$ cat config.mk
export PLATFORM = sky130hd
export DESIGN_NAME = seg7_capture
export DESIGN_NICKNAME = d
export VERILOG_FILES = /design/src/rtl/seg7_pkg.sv /design/src/rtl/seg7_decode.sv /design/src/rtl/seg7_capture.sv
export SDC_FILE = /design/constraint.sdc
export NUM_CORES = 1
export LEC_CHECK = 0
export CAP_MARGIN = 10
export CORE_MARGIN = 5
export CORE_UTILIZATION = 55
export DETAILED_ROUTE_END_ITERATION = 16
export PLACE_DENSITY = 0.78
export SLEW_MARGIN = 30
export SYNTH_ARGS = -nofsm -noshare
export SYNTH_HDL_FRONTEND = slang
export SYNTH_HIERARCHICAL = 1
export SYNTH_SLANG_ARGS = --single-unit
$ cat constraint.sdc
create_clock -name clk -period 3.95 [get_ports clk]
set_input_delay 0.79 -clock clk [delete_from_list [all_inputs] [get_ports clk]]
set_output_delay 0.79 -clock clk [all_outputs]
set_load 0.01 [all_outputs]
$ cat src/rtl/seg7_pkg.sv
// Shared 7-segment pattern constants and decode helper, common to the display
// driver and the capture front-end.
package seg7_pkg;

   localparam int unsigned SEG_W      = 7;
   localparam int unsigned NIB_W      = 4;
   localparam int unsigned NUM_DIGITS = 4;

   localparam int unsigned DIG_0 = 0;
   localparam int unsigned DIG_1 = 1;
   localparam int unsigned DIG_2 = 2;
   localparam int unsigned DIG_3 = 3;

   // Active-low patterns, bit order g..a
   localparam logic [SEG_W-1:0] SEG_0     = 7'b1000000;
   localparam logic [SEG_W-1:0] SEG_1     = 7'b1111001;
   localparam logic [SEG_W-1:0] SEG_2     = 7'b0100100;
   localparam logic [SEG_W-1:0] SEG_3     = 7'b0110000;
   localparam logic [SEG_W-1:0] SEG_4     = 7'b0011001;
   localparam logic [SEG_W-1:0] SEG_5     = 7'b0010010;
   localparam logic [SEG_W-1:0] SEG_6     = 7'b0000010;
   localparam logic [SEG_W-1:0] SEG_7     = 7'b1111000;
   localparam logic [SEG_W-1:0] SEG_8     = 7'b0000000;
   localparam logic [SEG_W-1:0] SEG_9     = 7'b0010000;
   localparam logic [SEG_W-1:0] SEG_A     = 7'b0001000;
   localparam logic [SEG_W-1:0] SEG_B     = 7'b0000011;
   localparam logic [SEG_W-1:0] SEG_C     = 7'b1000110;
   localparam logic [SEG_W-1:0] SEG_D     = 7'b0100001;
   localparam logic [SEG_W-1:0] SEG_E     = 7'b0000110;
   localparam logic [SEG_W-1:0] SEG_F     = 7'b0001110;
   localparam logic [SEG_W-1:0] SEG_MINUS = 7'b0111111;

   typedef struct packed {
      logic             valid;
      logic [NIB_W-1:0] nibble;
   } seg_dec_t;

   // Pattern to {valid, nibble}; anything outside the hex table is invalid
   function automatic seg_dec_t seg_decode(input logic [SEG_W-1:0] pat);
      seg_dec_t r;
      r.valid = 1'b1;
      case (pat)
         SEG_0:   r.nibble = 4'h0;
         SEG_1:   r.nibble = 4'h1;
         SEG_2:   r.nibble = 4'h2;
         SEG_3:   r.nibble = 4'h3;
         SEG_4:   r.nibble = 4'h4;
         SEG_5:   r.nibble = 4'h5;
         SEG_6:   r.nibble = 4'h6;
         SEG_7:   r.nibble = 4'h7;
         SEG_8:   r.nibble = 4'h8;
         SEG_9:   r.nibble = 4'h9;
         SEG_A:   r.nibble = 4'hA;
         SEG_B:   r.nibble = 4'hB;
         SEG_C:   r.nibble = 4'hC;
         SEG_D:   r.nibble = 4'hD;
         SEG_E:   r.nibble = 4'hE;
         SEG_F:   r.nibble = 4'hF;
         default: begin
            r.valid  = 1'b0;
            r.nibble = 4'h0;
         end
      endcase
      return r;
   endfunction

endpackage

$ cat src/rtl/seg7_decode.sv
// Combinational segment pattern decoder: {valid, is_minus, nibble}.
module seg7_decode
   import seg7_pkg::*;
(
   input  logic [SEG_W-1:0] seg,
   output logic             valid_c,
   output logic             is_minus_c,
   output logic [NIB_W-1:0] nibble_c
);

   seg_dec_t dec;

   always_comb begin
      dec        = seg_decode(seg);
      valid_c    = dec.valid;
      nibble_c   = dec.nibble;
      is_minus_c = (seg == SEG_MINUS);
   end

endmodule

$ cat src/rtl/seg7_capture.sv
// Captures a multiplexed 7-segment display bus and reassembles four-digit
// frames with sign, pattern/select error flags and a stale-bus timer.
module seg7_capture
   import seg7_pkg::*;
#(
   parameter int unsigned TIMEOUT = 1000000,
   parameter int unsigned CNT_W   = 20
)(
   input  logic                  clk,
   input  logic                  rst,
   input  logic [SEG_W-1:0]      seg_in,
   input  logic [NUM_DIGITS-1:0] dig_en,
   input  logic                  stb,
   output logic [NIB_W-1:0]      d0,
   output logic [NIB_W-1:0]      d1,
   output logic [NIB_W-1:0]      d2,
   output logic [NIB_W-1:0]      d3,
   output logic                  sinal,
   output logic                  frame_valid,
   output logic                  pat_err,
   output logic                  sel_err,
   output logic                  stale
);

   localparam int unsigned IDX_W = 2;

   logic                                 dec_valid;
   logic                                 dec_minus;
   logic [NIB_W-1:0]                     dec_nib;

   logic [NUM_DIGITS-1:0][NIB_W-1:0]     shadow_q, shadow_n;
   logic [NUM_DIGITS-1:0]                seen_q, seen_n;
   logic [NUM_DIGITS-1:0]                err_q, err_n;
   logic                                 sign_q, sign_n;
   logic [CNT_W-1:0]                     cnt_q, cnt_n;
   logic                                 phase_q, phase_n;

   logic [NUM_DIGITS-1:0]                sel;
   logic                                 one_hot;
   logic                                 accept;
   logic                                 commit;
   logic [IDX_W-1:0]                     idx;

   seg7_decode u_decode (
      .seg        (seg_in),
      .valid_c    (dec_valid),
      .is_minus_c (dec_minus),
      .nibble_c   (dec_nib)
   );

   // Shadow frame update, commit detect and stale timer next-state
   always_comb begin
      shadow_n = shadow_q;
      seen_n   = seen_q;
      err_n    = err_q;
      sign_n   = sign_q;
      cnt_n    = cnt_q;
      phase_n  = ~phase_q;
      idx      = '0;

      sel     = ~dig_en;
      one_hot = (sel != '0) && ((sel & (sel - NUM_DIGITS'(1))) == '0);
      accept  = stb && one_hot;
      for (int i = 0; i < int'(NUM_DIGITS); i++) begin
         if (sel[i]) idx = IDX_W'(i);
      end

      if (accept) begin
         seen_n[idx] = 1'b1;
         if (idx == IDX_W'(DIG_1) && dec_minus) begin
            shadow_n[idx] = '0;
            err_n[idx]    = 1'b0;
            sign_n        = 1'b1;
         end else begin
            shadow_n[idx] = dec_valid ? dec_nib : '0;
            err_n[idx]    = ~dec_valid;
            if (idx == IDX_W'(DIG_1)) sign_n = 1'b0;
         end
      end

      commit = (seen_n == '1);

      // Counter advances on every second cycle and parks at TIMEOUT
      if (commit) begin
         cnt_n   = '0;
         phase_n = 1'b0;
      end else if (phase_q && cnt_q != CNT_W'(TIMEOUT)) begin
         cnt_n = cnt_q + CNT_W'(1);
      end
   end

   always_ff @(posedge clk or posedge rst) begin
      if (rst) begin
         shadow_q    <= '0;
         seen_q      <= '0;
         err_q       <= '0;
         sign_q      <= 1'b0;
         cnt_q       <= '0;
         phase_q     <= 1'b0;
         d0          <= '0;
         d1          <= '0;
         d2          <= '0;
         d3          <= '0;
         sinal       <= 1'b0;
         frame_valid <= 1'b0;
         pat_err     <= 1'b0;
         sel_err     <= 1'b0;
         stale       <= 1'b0;
      end else begin
         shadow_q    <= shadow_n;
         seen_q      <= commit ? '0 : seen_n;
         err_q       <= commit ? '0 : err_n;
         sign_q      <= commit ? 1'b0 : sign_n;
         cnt_q       <= cnt_n;
         phase_q     <= phase_n;
         frame_valid <= commit;
         stale       <= (cnt_n == CNT_W'(TIMEOUT));
         if (commit) begin
            d0      <= shadow_n[DIG_0];
            d1      <= shadow_n[DIG_1];
            d2      <= shadow_n[DIG_2];
            d3      <= shadow_n[DIG_3];
            sinal   <= sign_n;
            pat_err <= |err_n;
         end
         if (stb && !one_hot) sel_err <= 1'b1;
      end
   end

endmodule

==> metrics.md, run 1 <==
| Metric | Value |
|---|---|
| Status | completed |
| Worst-path fanout max | 13 |
| Max-cap violation count | 0 |
| Clock sinks | 67 |
| Hold Crit Start | sel_err |
| PostCTS Resize Cnt | 0 |
| Worst Tran Pin Value | 727.5 ps |
| Synthesis warning total | 6 |
| Syn Nets | 360 |
| Setup Fix Bufs, Post-CTS | 0 |
| Final layout net count | 390 |
| Total gr overflow | 0 |
| Power Total | 0.001849 W |
| HP Class | reg -> reg |
| Number of global-route vias before repair | 2614 |
| DR pass1 iterations | 4 |
| Crit-path cells | clkdlybuf4s50_1 > and4bb_2 > a22oi_1 > o211ai_2 > nand4b_1 > and2_1 > nand2_1 > o21ai_0 > mux2_2 |
| First-pass GRT wire length | 11830 um |
| Root Buffer | clkbuf_8 |
| Initial DRC Count | 152 |
| Post-synth top area share | 48.78% |
| Die Area | 0.007930 mm2 |
| Sequential share of power | 46.6% |
| Post-layout util | 66.96% |
| Post-synth EDFFs | 0 |
| Initial core utilization | 57.37% |
| Post-Synthesis Cells | 344 |
| Cell taking the most area after synthesis | dfrtp_1 |
| Startpoint types | primary input |
| Most common cell after layout, fill and taps aside | dfrtp_1 |
| Final worst-path cycle share | 79.42% |
| Most used routing layer | met2 |
| Async set-reset flop share out of synthesis | 100.0% |
| Met3 Track Usage GR | 5.069% |
| RR Endpoint | stale |
| Netlist cell types | 58 |
| Post-Layout Inst Area | 0.004011 mm2 |
| Clock latency on the worst-skew pair | 350 ps |
| Arrival time at the worst endpoint | 3370 ps |
| Leakage | 1.775 nW |
| M1 GR Usage | 24.85% |
| GP Congestion | 0.8745 |
| Io pins | 35 |
| Final hold slack | 475.0 ps |
| Internal | 0.001256 W |
| CP max stage cell | clkdlybuf4s50_1 |
| R2r startpoint | cnt_q[0] |
| Antenna Diode Count | 0 |
| FMAX | 0.3188 GHz |
| Post-synthesis sequential area ratio | 48.78% |
| WHS Endpoint | sel_err |
| RSZ-0062 raised after global routing | false |
| Antenna violations before repair | 0 |
| Worst EP required | 4180 ps |
| Min Tclk post-route | 3137 ps |
| Hold path depth | 1 |
| Worst VDD drop | 0.0002699 V |
| FF-to-FF path depth | 8 |
| Final Max Slew Viols | 0 |
| CTS tree | built |
| Combinational share of power | 21.7% |
| Psw | 0.0005926 W |
| Hold_buf cts | 0 |
| Die X | 89.05 um |
| Core area | 0.005991 mm2 |
| Vias | 2620 |
| Number of buffers created by CTS | 9 |
| Top cells by area, synth | dfrtp_1, mux2_2, nor2_1 |
| Clock Power Share | 31.7% |
| R2R Setup Slk | 1500 ps |
| Area growth, synth to finish | 16.71% |
| Commonest cells after routing, fill and taps aside | dfrtp_1, nor2_1, nand2_1, clkdlybuf4s50_1, o21ai_0 |
| FF+latch count, synth | 67 |
| Routed Antenna Nets | 0 |
| Reg clk slew, reported paths | 80 ps |
| Pin count of the biggest net entering global routing | 51 |
| Grt met2 use | 31.24% |
| Via density | 5.771 |
| Clock Skew | 15.27 ps |
| Buffers added on ports | 34 |
| Routed WL | 6867 um |
| Sw Ratio | 32.05% |
| Syn_area_per_cell | 9.991 um2 |
| Endpoint type of the worst setup path | flip-flop |
| Final setup viols | 0 |
| Top FF cell, synth | dfrtp_1 |
| GRT Overall Usage | 19.01% |
| Die height | 89.05 um |
| Rows | 28 |
| Crit path kind | in -> reg |
| Final Hold Vio Count | 0 |
| Largest stage delay, worst path | 720 ps |
| DRC viols | 0 |
| Share of layout cells above drive strength 1 | 12.14% |
| Clock Path Buffers | 2 |
| Cell Area, Placed | 0.003806 mm2 |
| Slew headroom | 51.44% |
| Setup_tns | 0 ps |
| CTS H-tree lvls | 3 |
| DP HPWL | 4861 um |
| DR WL/cell | 15.13 um |
| Pwr/cell area | 460.9 mW/mm2 |
| Cell area after synthesis | 0.003437 mm2 |
[worst max-delay path, delay by kind of cell]
family | cells | cell delay [ps]
buf+inv | 1 | 720
compound gates | 3 | 550
mux | 1 | 290
simple gates | 4 | 1010
[power groups by stage]
stage	registers (W)	logic (W)	clock network [W]
2_1_floorplan	0.000853	0.000302	0
3_3_place_gp	0.000872	0.000393	0
3_5_place_dp	0.000875	0.000407	0
4_1_cts	0.000861	0.000407	0.000597
5_1_grt	0.000876	0.000447	0.000634
6_report	0.000862	0.000401	0.000586
[cells in the mapped netlist (8+ instances only)]
library cell and instances:
a21oi_1 12, buf_2 8, dfrtp_1 67, inv_1 8, mux2_2 16, mux2i_1 8, nand2_1 38, nand3_1 13
nand4_1 10, nor2_1 39, o21ai_0 17, xnor2_1 11, xor2_1 10
[cells by family after synthesis]
logic type | count (synthesis) | synth area share, %
XOR/XNOR | 21 | 5.351
multiplexers | 24 | 7.572
buffers and inverters | 27 | 4.005
adder cells (fa/ha/maj) | 2 | 0.7280
AO/OA/AOI/OAI | 50 | 9.938
AND/OR/NAND/NOR | 153 | 23.63
flip-flops | 67 | 48.78
[final cells by class]
cell class / instances / area [um2]
clock buffer: 9 / 123.9
clock inverter: 7 / 80.08
fill: 479 / 1979
inverter: 8 / 31.28
multi-input combinational: 250 / 1623
sequential: 67 / 1677
tap: 75 / 93.84
timing repair buffer: 38 / 382.9
[metal layers]
metal / vias to the layer above / part of all wire, %
li1: 1291 / -
met1: 1264 / 45
met2: 53 / 49
met3: 12 / 4.2
met4: 0 / 1.6
met5: - / 0
[per-stage QoR]
stage,setup slack (ps),std cells
detailed placement,497.2,438
CTS,860.1,454
floorplan,1408,344
global route,643.7,454
global placement,568.1,438
finish,813.0,454
[flip-flops by register name (all words and copies together) (netlist names), 4 cells and up]
register,cells
d2,4
seen_q,4
shadow_q,16
d1,4
cnt_q,20
err_q,4
d0,4
d3,4
[worst max path at each step]
stage / slack, ps / depth (start not counted) / end / start
final: 810 / 9 / d0[3] / seg_in[0]
after CTS: 860 / 9 / pat_err / seg_in[0]
after detailed placement: 500 / 9 / pat_err / seg_in[0]
after floorplan: 1410 / 6 / d0[0] / dig_en[3]
after global routing: 640 / 9 / pat_err / seg_in[0]
after global placement: 570 / 9 / d3[3] / seg_in[0]
No activity file was read; power rests on OpenSTA's default activity.
==> run 2, diff against run 1 <==
clock period = 3.1 ns   (was 3.95 ns; I/O delays follow)
==> metrics.md, run 2 (synthesis results as in run 1) <==
| Metric | Value |
|---|---|
| RSZ-0062 raised after global routing | false |
| Routed WL | 7252 um (+5.6%) |
| Share of layout cells above drive strength 1 | 14.62% (+2.5 points) |
| Min Tclk post-route | 2683 ps |
| CTS H-tree lvls | 3 (unchanged) |
| Final Hold Vio Count | 0 (unchanged) |
| Die height | 89.05 um (unchanged) |
| Cell Area, Placed | 0.003889 mm2 (+2.2%) |
| Post-Layout Inst Area | 0.004108 mm2 (+2.4%) |
| Die Area | 0.007930 mm2 (unchanged) |
| GP Congestion | 0.8807 (+0.71%) |
| Rows | 28 (unchanged) |
| Antenna Diode Count | 0 (unchanged) |
| Clock sinks | 67 (unchanged) |
| Status | completed |
| Final layout net count | 401 (+2.8%) |
| Hold_buf cts | 0 (unchanged) |
| DRC viols | 0 (unchanged) |
| Clock latency on the worst-skew pair | 340 ps (about the same) |
| Arrival time at the worst endpoint | 2920 ps (-450 ps) |
| Final Max Slew Viols | 0 (unchanged) |
| Setup_tns | 0 ps (unchanged) |
| Buffers added on ports | 34 (unchanged) |
| Total gr overflow | 0 (unchanged) |
| Root Buffer | clkbuf_8 |
| Worst-path fanout max | 9 (-4) |
| Most common cell after layout, fill and taps aside | dfrtp_1 |
| Final setup viols | 0 (unchanged) |
| Number of buffers created by CTS | 9 (unchanged) |
| Worst Tran Pin Value | 689.1 ps (-38.37 ps) |
| Initial core utilization | 57.37% (unchanged) |
| Clock Path Buffers | 2 (unchanged) |
| Number of global-route vias before repair | 2616 (+0.077%) |
| Reg clk slew, reported paths | 80 ps (about the same) |
| Worst EP required | 3330 ps (-850 ps) |
| Initial DRC Count | 177 (+16%) |
| DR pass1 iterations | 4 (unchanged) |
| Max-cap violation count | 0 (unchanged) |
| PostCTS Resize Cnt | 0 (unchanged) |
| DP HPWL | 5034 um (+3.6%) |
| Clock Skew | 10.18 ps (-5.086 ps) |
| Die X | 89.05 um (unchanged) |
| Routed Antenna Nets | 0 (unchanged) |
| Endpoint type of the worst setup path | flip-flop |
| Max reg flops | 20 (unchanged) |
| Power Total | 0.002414 W (+31%) |
| # fillers | 442 (-7.7%) |
| Commonest cells after routing, fill and taps aside | dfrtp_1, nor2_1, nand2_1, clkdlybuf4s50_1, o21ai_0 |
| Top reg by flops | cnt_q |
| Io pins | 35 (unchanged) |
| Worst VDD drop | 0.0003808 V (+41%) |
| Pwr/cell area | 587.7 mW/mm2 (+28%) |
| Core area | 0.005991 mm2 (unchanged) |
| Setup Fix Bufs, Post-CTS | 0 (unchanged) |
| Via density | 5.785 (+0.24%) |
| First-pass GRT wire length | 12410 um (+4.8%) |
| HP Class | reg -> reg |
| Pin count of the biggest net entering global routing | 39 (-24%) |
| Slew headroom | 53.63% (+2.2 points) |
| Crit path kind | in -> reg |
| Startpoint types | primary input |
| Final worst-path cycle share | 86.54% |
| Area growth, synth to finish | 19.51% |
| Leakage | 1.842 nW (+3.8%) |
| GRT Overall Usage | 20.12% (+1.1 points) |
| CTS tree | built |
| Antenna violations before repair | 0 (unchanged) |
| FMAX | 0.3727 GHz |
| Biggest regs | cnt_q x20, shadow_q x16 |
| Hold path depth | 1 (unchanged) |
| Vias | 2690 (+2.7%) |
| DR WL/cell | 15.60 um (+3.1%) |
| FF-to-FF path depth | 8 (unchanged) |
[run 2: cell count changes in the layout (fill, tap and decap cells not counted), sizes merged]
cell / before / now
buf: 4 / 15
clkbuf: 9 / 11
clkinv: 2 / 1
clkinvlp: 1 / 0
[run 2: stage by stage]
| step | worst slack (ps) | std cells | util [%] | hold WS [ps] |
|---|---|---|---|---|
| after floorplan | 727.5 | 344 | - | 429.1 |
| after global placement | 185.1 | 449 | 64.91 | 443.4 |
| after detailed placement | 96.63 | 449 | 64.91 | 454.0 |
| after CTS | 457.9 | 465 | 68.57 | 474.2 |
| after global routing | 287.7 | 465 | 68.57 | 479.0 |
| final | 417.2 | 465 | 68.57 | 469.1 |
[run 2: power breakdown]
part	switching, W	total, W	leakage (nW)	internal (W)
logic	0.000292	0.000525	0.829	0.000233
registers	0.000108	0.00110	0.901	0.000992
clock network	0.000360	0.000789	0.112	0.000428
total	0.000760	0.00241	1.84	0.00165
[run 2: layer usage]
layer / share of wire, % / GRT usage [%]
met1: 45 / 26.26
met2: 50 / 33.94
met3: 4.1 / 4.424
met4: 1.2 / 5.683
met5: 0 / 0
[run 2: layout make-up]
type                            instances  area [um2]  share of cell area (%)
Sequential cell                        67        1677                   40.82
Multi-Input combinational cell        250        1623                   39.51
Timing Repair Buffer                   49       465.4                   11.33
Clock buffer                           11       151.4                   3.686
Tap cell                               75       93.84                   2.284
Clock inverter                          5       67.56                   1.645
Inverter                                8       30.03                  0.7310
[run 2: path summary, 6_finish.rpt]
kind                       startpoint           to  slack (ps)
max                         seg_in[1]        d0[3]         420
max in group asynchronous         rst  shadow_q[7]        1810
min in group asynchronous         rst     cnt_q[1]         680
min reg2reg                   sel_err      sel_err         470
max reg2reg                  cnt_q[0]        stale         620
min                           sel_err      sel_err         470
[run 2: critical path, cell delays in order]
cell,delay [ps]
clkdlybuf4s50_1,600
and4bb_1,220
a22oi_1,270
o211ai_2,130
nand4b_1,270
and2_1,230
nand2_1,140
o21ai_0,130
mux2_2,290
